File: config.mk
export PLATFORM = sky130hd
export DESIGN_NAME = mdu_seq
export DESIGN_NICKNAME = d
export VERILOG_FILES = /design/src/rtl/mdu_seq_pkg.sv /design/src/rtl/mdu_seq_alu.sv /design/src/rtl/mdu_seq.sv
export SDC_FILE = /design/constraint.sdc
export NUM_CORES = 1
export LEC_CHECK = 0
export ABC_AREA = 1
export CAP_MARGIN = 30
export CORE_UTILIZATION = 55
export DETAILED_ROUTE_END_ITERATION = 8
export HOLD_SLACK_MARGIN = 0.12
export PLACE_DENSITY_LB_ADDON = 0.1
export SYNTH_ARGS = -nofsm -noshare
export SYNTH_HDL_FRONTEND = slang
export SYNTH_SLANG_ARGS = --single-unit
export TNS_END_PERCENT = 1
File: constraint.sdc
create_clock -name clk -period 11.25 [get_ports clk]
set_input_delay 2.25 -clock clk [delete_from_list [all_inputs] [get_ports clk]]
set_output_delay 2.25 -clock clk [all_outputs]
set_load 0.01 [all_outputs]
File: src/rtl/mdu_seq_pkg.sv
// Shared types and encodings for the HI/LO multiply/divide sequencer.
package mdu_seq_pkg;
  localparam int unsigned XLEN  = 32;
  localparam int unsigned CNT_W = 5;

  localparam logic [1:0] MD_MULTU = 2'b00;
  localparam logic [1:0] MD_MULT  = 2'b01;
  localparam logic [1:0] MD_DIVU  = 2'b10;
  localparam logic [1:0] MD_DIV   = 2'b11;

  typedef enum logic [1:0] {
    ALU_ADD = 2'b00,
    ALU_SUB = 2'b01,
    ALU_OR  = 2'b10
  } alu_op_e;

  typedef enum logic [2:0] {
    S_IDLE = 3'd0,
    S_PREP = 3'd1,
    S_ITER = 3'd2,
    S_FIX1 = 3'd3,
    S_FIX2 = 3'd4,
    S_DONE = 3'd5
  } state_e;

  typedef struct packed {
    logic [1:0]      op;
    logic [XLEN-1:0] a;
    logic [XLEN-1:0] b;
  } md_req_t;

  // Two's-complement magnitude when neg is set.
  function automatic logic [XLEN-1:0] mag(input logic [XLEN-1:0] x, input logic neg);
    return neg ? XLEN'(~x + XLEN'(1)) : x;
  endfunction
endpackage

File: src/rtl/mdu_seq_alu.sv
// Shared 32-bit ALU: ADD, SUB, OR.
module mdu_seq_alu
  import mdu_seq_pkg::*;
(
  input  alu_op_e         alu_op,
  input  logic [XLEN-1:0] a,
  input  logic [XLEN-1:0] b,
  output logic [XLEN-1:0] c
);
  always_comb begin
    c = a | b;
    case (alu_op)
      ALU_ADD: c = a + b;
      ALU_SUB: c = a - b;
      ALU_OR:  c = a | b;
      default: c = a | b;
    endcase
  end
endmodule

File: src/rtl/mdu_seq.sv
// Multi-cycle MULT/MULTU/DIV/DIVU sequencer with private HI/LO, using one
// shared ALU iteratively; fixed 36-cycle busy window for every operation.
module mdu_seq
  import mdu_seq_pkg::*;
#(
  parameter logic [31:0] HI_INIT = 32'h0000_0000,
  parameter logic [31:0] LO_INIT = 32'h0000_0000
) (
  input  logic        clk,
  input  logic        reset,
  input  logic        start,
  input  logic [1:0]  md_op,
  input  logic [31:0] A,
  input  logic [31:0] B,
  input  logic        hi_we,
  input  logic        lo_we,
  input  logic [31:0] wdata,
  output logic        busy,
  output logic        done,
  output logic [31:0] HI,
  output logic [31:0] LO
);
  state_e            state_q, state_d;
  logic [CNT_W-1:0]  cnt_q, cnt_d;
  md_req_t           req_q, req_d;
  logic [XLEN-1:0]   opnd_q, opnd_d;
  logic [XLEN-1:0]   acc_hi_q, acc_hi_d;
  logic [XLEN-1:0]   acc_lo_q, acc_lo_d;
  logic              sign_a_q, sign_a_d;
  logic              sign_b_q, sign_b_d;
  logic              is_div_q, is_div_d;
  logic              div_zero_q, div_zero_d;
  logic              lo_zero_q, lo_zero_d;
  logic              busy_q, busy_d;
  logic              done_q, done_d;
  logic [XLEN-1:0]   hi_q, hi_d;
  logic [XLEN-1:0]   lo_q, lo_d;

  alu_op_e           alu_op;
  logic [XLEN-1:0]   alu_a, alu_b, alu_c;

  logic              req_signed, req_div, neg_lo;
  logic [XLEN-1:0]   mag_a, mag_b, r_sh, q_sh, sum;
  logic              carry;

  assign req_signed = (req_q.op == MD_MULT) || (req_q.op == MD_DIV);
  assign req_div    = (req_q.op == MD_DIVU) || (req_q.op == MD_DIV);
  assign mag_a      = mag(req_q.a, req_signed & req_q.a[XLEN-1]);
  assign mag_b      = mag(req_q.b, req_signed & req_q.b[XLEN-1]);
  assign neg_lo     = sign_a_q ^ sign_b_q;
  assign r_sh       = {acc_hi_q[XLEN-2:0], acc_lo_q[XLEN-1]};
  assign q_sh       = {acc_lo_q[XLEN-2:0], 1'b0};

  mdu_seq_alu u_alu (
    .alu_op (alu_op),
    .a      (alu_a),
    .b      (alu_b),
    .c      (alu_c)
  );

  // ALU operand steering; parked at OR 0,0 outside ITER/FIX.
  always_comb begin
    alu_op = ALU_OR;
    alu_a  = '0;
    alu_b  = '0;
    case (state_q)
      S_ITER: begin
        if (is_div_q) begin
          alu_op = ALU_SUB;
          alu_a  = r_sh;
          alu_b  = opnd_q;
        end else if (acc_lo_q[0]) begin
          alu_op = ALU_ADD;
          alu_a  = acc_hi_q;
          alu_b  = opnd_q;
        end
      end
      S_FIX1: begin
        if (neg_lo) begin
          alu_op = ALU_SUB;
          alu_b  = acc_lo_q;
        end
      end
      S_FIX2: begin
        if (!is_div_q && neg_lo) begin
          // ~HI + (pre-negation LO == 0) completes the 64-bit negate
          alu_op = ALU_ADD;
          alu_a  = ~acc_hi_q;
          alu_b  = XLEN'(lo_zero_q);
        end else if (is_div_q && sign_a_q) begin
          alu_op = ALU_SUB;
          alu_b  = acc_hi_q;
        end
      end
      default: ;
    endcase
  end

  always_comb begin
    state_d    = state_q;
    cnt_d      = cnt_q;
    req_d      = req_q;
    opnd_d     = opnd_q;
    acc_hi_d   = acc_hi_q;
    acc_lo_d   = acc_lo_q;
    sign_a_d   = sign_a_q;
    sign_b_d   = sign_b_q;
    is_div_d   = is_div_q;
    div_zero_d = div_zero_q;
    lo_zero_d  = lo_zero_q;
    hi_d       = hi_q;
    lo_d       = lo_q;
    sum        = acc_hi_q;
    carry      = 1'b0;
    case (state_q)
      S_IDLE: begin
        if (hi_we) hi_d = wdata;
        if (lo_we) lo_d = wdata;
        if (start) begin
          state_d = S_PREP;
          req_d   = '{op: md_op, a: A, b: B};
        end
      end
      S_PREP: begin
        sign_a_d   = req_signed & req_q.a[XLEN-1];
        sign_b_d   = req_signed & req_q.b[XLEN-1];
        is_div_d   = req_div;
        div_zero_d = req_div && (req_q.b == '0);
        cnt_d      = '0;
        acc_hi_d   = '0;
        opnd_d     = req_div ? mag_b : mag_a;
        acc_lo_d   = req_div ? mag_a : mag_b;
        state_d    = S_ITER;
      end
      S_ITER: begin
        if (is_div_q) begin
          // restoring step; the bit shifted out of R forces a subtract
          if (acc_hi_q[XLEN-1] || (r_sh >= opnd_q)) begin
            acc_hi_d = alu_c;
            acc_lo_d = q_sh | XLEN'(1);
          end else begin
            acc_hi_d = r_sh;
            acc_lo_d = q_sh;
          end
        end else begin
          if (acc_lo_q[0]) begin
            sum   = alu_c;
            carry = alu_c < acc_hi_q;
          end
          acc_hi_d = {carry, sum[XLEN-1:1]};
          acc_lo_d = {sum[0], acc_lo_q[XLEN-1:1]};
        end
        cnt_d = CNT_W'(cnt_q + CNT_W'(1));
        if (cnt_q == '1) state_d = S_FIX1;
      end
      S_FIX1: begin
        lo_zero_d = (acc_lo_q == '0);
        if (neg_lo) acc_lo_d = alu_c;
        state_d = S_FIX2;
      end
      S_FIX2: begin
        if ((!is_div_q && neg_lo) || (is_div_q && sign_a_q)) acc_hi_d = alu_c;
        state_d = S_DONE;
      end
      S_DONE: begin
        if (!div_zero_q) begin
          hi_d = acc_hi_q;
          lo_d = acc_lo_q;
        end
        state_d = S_IDLE;
      end
      default: state_d = S_IDLE;
    endcase
    busy_d = (state_d != S_IDLE);
    done_d = (state_d == S_DONE);
  end

  always_ff @(posedge clk) begin
    if (reset) begin
      state_q    <= S_IDLE;
      cnt_q      <= '0;
      req_q      <= '0;
      opnd_q     <= '0;
      acc_hi_q   <= '0;
      acc_lo_q   <= '0;
      sign_a_q   <= 1'b0;
      sign_b_q   <= 1'b0;
      is_div_q   <= 1'b0;
      div_zero_q <= 1'b0;
      lo_zero_q  <= 1'b0;
      busy_q     <= 1'b0;
      done_q     <= 1'b0;
      hi_q       <= HI_INIT;
      lo_q       <= LO_INIT;
    end else begin
      state_q    <= state_d;
      cnt_q      <= cnt_d;
      req_q      <= req_d;
      opnd_q     <= opnd_d;
      acc_hi_q   <= acc_hi_d;
      acc_lo_q   <= acc_lo_d;
      sign_a_q   <= sign_a_d;
      sign_b_q   <= sign_b_d;
      is_div_q   <= is_div_d;
      div_zero_q <= div_zero_d;
      lo_zero_q  <= lo_zero_d;
      busy_q     <= busy_d;
      done_q     <= done_d;
      hi_q       <= hi_d;
      lo_q       <= lo_d;
    end
  end

  assign busy = busy_q;
  assign done = done_q;
  assign HI   = hi_q;
  assign LO   = lo_q;
endmodule

==> results.yml <==
run_status:
  outcome: "finished, final reports clean"
hold_path:
  min_to: "cnt_q[3]$_SDFFE_PP0P_"
  min_from: "cnt_q[3]$_SDFFE_PP0P_"
  hold_class: "reg2reg"
  hold_path_depth: 2
clocking:
  post-cts-setup-buffers: 0
  cts_tree: "done"
  cts_hold_buffers: 0
  cts_repair_resize_count: 0
  htree_levels: 1
  clock-root-buffer: "clkbuf_16"
  clk_pin_slew_worst_paths_ns: 0.06
  cts_buffers: 28
  cts_buffer_depth: 3
  clk_latency_ns: 0.57
  clock_sinks: 241
flow_run:
  timing.max_cap.violations: 0
die:
  num_io_pins: 169
  rows: 66
  start_util_pct: 56.3
  dieArea_um2: 34400
  die_h_um: 186
  core_um2: 32900
  die_w_um: 186
synthesis:
  ys_warn_count: 0
  synthSimpleGateAreaFrac_pct: 23.0
  syn_inst: 2919
  synth_compound_gate_area_share_pct: 28.5
  synth_xor_area_share_pct: 4.30
  syn_nets: 3123
  synth_cell_types: 52
  synth_async_sr_flop_share_pct: 0
  syn_avg_cell_area_um2: 6.34
  synth_area_um2: 18500
  synth_edf_count: 0
  synthMuxAreaShare_pct: 0
  synthAdderAreaFrac_pct: 6.86
  synth_top_family_by_area: "compound AO/OA/AOI/OAI gates"
  synth_seq_cells: 241
  ys_seq_area_share_pct: 26.1
  ys.flop_type: "dfxtp_1"
drt:
  via_per_inst: 6.28
  first_iter_violations: 3150
  ant_nets: 0
  drc: 0
  vias: 21694
  totalWireLength_um: 75800
  dr.max_layer_used: "met4"
  wl_met3_um: 8960
  met2_length_um: 32600
  drt-met1-wl_um: 28700
  wl_per_cell_um: 22.0
  drt_pass1_iterations: 7
power:
  vdd_drop_max_mv: 0.140
  p_per_area_nw_per_um2: 147
  power_leakage_nw: 9.44
  p_total_mw: 3.14
global_route:
  gr-total-overflow: 0
  grt_max_degree: 125
  first_global_vias: 19887
  antenna_found_initial: 1
  grt_usage_pct: 43.2
  grt_pass1_wl_um: 113000
worst_setup_path:
  reg2reg_to: "acc_hi_q[31]$_SDFFE_PP0P_"
  r2r_start: "is_div_q$_SDFFE_PP0P_"
  arrival_ns: 7.85
  critPathMaxFanout: 53
  slowest_delay_ns: 0.67
  worstRegToRegCells: 37
  worst-r2r-setup-slack_ns: 3.85
  path_class: "reg2reg"
  required_ns: 11.70
  cp_common_cell: "nand2_1"
  start_kind: "register"
  critPathSlowestCell: "dfxtp_2"
  end_kind: "register"
timing:
  setup_viol: 0
  fmax_mhz: 135
  fin_crit_ns: 7.40
  maxSlewViolCount: 0
  hold_viol: 0
  finalClockSkew_ns: 0.0115
  fin_crit_sh_pct: 65.8
  rsz0062_at_grt: "false"
  maxSlewHeadroom_pct: 30.4
  fin_tns_setup_ns: 0
  worst_slew_pin_slew_ns: 1.04
finish:
  fillers: 3131
  area_growth_pct: 15.4
  multiInputGateArea_um2: 11600
  ff_latch_area_um2: 4830
  drive_gt1_share_pct: 4.85
  fin_nets: 3192
place:
  hpwl_um: 57100
  place.gp.congestion: 1.01
  portBuffers: 168
-- Yosys cell counts, types with 4 or more instances --
master,n,share of area (%)
nand2_1,628,13
inv_1,373,7.6
o21ai_0,373,10
a21oi_1,277,7.5
dfxtp_1,241,26
nor2_1,182,3.7
clkbuf_1,126,2.6
ha_1,100,6.8
nand3_1,92,2.5
a31oi_1,83,2.8
xor2_1,74,3.5
o211ai_1,61,2.5
o22ai_1,34,1.1
nand4_1,27,0.91
nor3_1,26,0.70
o221ai_1,25,1.2
nor4_1,17,0.57
xnor2_1,17,0.80
buf_1,14,0.28
or2_2,11,0.37
buf_2,10,0.27
inv_2,9,0.18
nor2_2,9,0.30
a22oi_1,8,0.32
a41oi_1,8,0.38
o211ai_2,8,0.54
o21a_1,7,0.28
a211oi_1,6,0.24
nand3b_1,6,0.24
o2111ai_1,6,0.28
a21o_1,5,0.20
buf_4,5,0.20
nand2_2,5,0.17
o31ai_1,5,0.20
a21boi_0,4,0.16
a21oi_2,4,0.19
clkinv_1,4,0.081
nand3_2,4,0.22
-- registers in the layout, summed over array words and instances, names as in the netlist, 3 cells and up --
signal / flops
acc_lo_q: 32
state_q: 3
LO: 32
req_q: 66
HI: 32
opnd_q: 32
acc_hi_q: 32
cnt_q: 5
-- how the worst max path moves through the flow --
stage | start | to | slack [ns] | cells after the start
floorplan | is_div_q$_SDFFE_PP0P_ | acc_hi_q[31]$_SDFFE_PP0P_ | 6.48 | 40
global placement | is_div_q$_SDFFE_PP0P_ | acc_hi_q[31]$_SDFFE_PP0P_ | 4.42 | 37
detailed placement | is_div_q$_SDFFE_PP0P_ | acc_hi_q[31]$_SDFFE_PP0P_ | 4.22 | 37
CTS | is_div_q$_SDFFE_PP0P_ | acc_hi_q[31]$_SDFFE_PP0P_ | 4.19 | 37
global route | is_div_q$_SDFFE_PP0P_ | acc_hi_q[31]$_SDFFE_PP0P_ | 3.31 | 37
finish | is_div_q$_SDFFE_PP0P_ | acc_hi_q[31]$_SDFFE_PP0P_ | 3.85 | 37
-- cell usage in the layout (no fill, tap or decap), types with 11 or more instances in the layout --
| cell type | count |
|---|---|
| or2_2 | 11 |
| clkdlybuf4s50_1 | 167 |
| o21ai_0 | 373 |
| nor4_1 | 17 |
| o221ai_1 | 25 |
| nor2_1 | 182 |
| xor2_1 | 74 |
| a31oi_1 | 83 |
| buf_4 | 24 |
| ha_1 | 100 |
| xnor2_1 | 17 |
| dfxtp_1 | 240 |
| inv_1 | 372 |
| nand2_1 | 627 |
| nand3_1 | 92 |
| o22ai_1 | 34 |
| nand4_1 | 27 |
| o211ai_1 | 61 |
| nor3_1 | 24 |
| a21oi_1 | 277 |
| clkbuf_16 | 29 |
-- stage by stage --
step	worst slack (ns)	util [%]	hold WS, ns	instances	cell area (um^2)
floorplan	6.48	-	0.445	2919	18500
global placement	4.42	61.8	0.453	3396	20300
detailed placement	4.22	62.0	0.456	3399	20400
CTS	4.19	64.9	0.466	3450	21300
global route	3.31	65.0	0.488	3451	21400
finish	3.85	65.0	0.467	3452	21400
-- power by group --
group | switching (mW) | leakage (nW) | internal [mW]
Sequential | 0.153 | 1.99 | 0.943
Combinational | 0.725 | 6.98 | 0.381
Clock | 0.386 | 0.476 | 0.555
-- layer usage --
metal  vias up  track usage (%)
met3       353             11.0
met1      9903             53.2
met2      1444             67.4
met4         0             26.8
li1       9994                -
met5         -                0
-- area by class of cell --
class                           count  share of cell area [%]
Timing Repair Buffer              196                    9.15
Tap cell                          442                    2.59
Multi-Input combinational cell   2135                    54.4
Inverter                          386                    6.79
Clock inverter                     11                   0.398
Clock buffer                       40                    4.06
Sequential cell                   241                    22.6
Antenna cell                        1                  0.0117
-- kinds of logic (layout without fill, tap and decap cells) --
kind of cell	after synthesis	in the layout
AOI/OAI and AO/OA	926	926
xor gates and xnor gates	91	91
adders and majority gates	101	101
buffers and inverters	543	633
DFF	241	241
other	0	1
and+or+nand+nor	1017	1017
-- critical path, delay by kind of cell, from the launching register on --
kind                       cells  cell delay [ns]
AOI/OAI and AO/OA              2             0.50
xor gates and xnor gates       1             0.19
adders and majority gates      3             0.84
buffers and inverters          8             1.40
DFF                            1             0.67
and+or+nand+nor               23             3.64
Power figures use the tool's default switching activity.
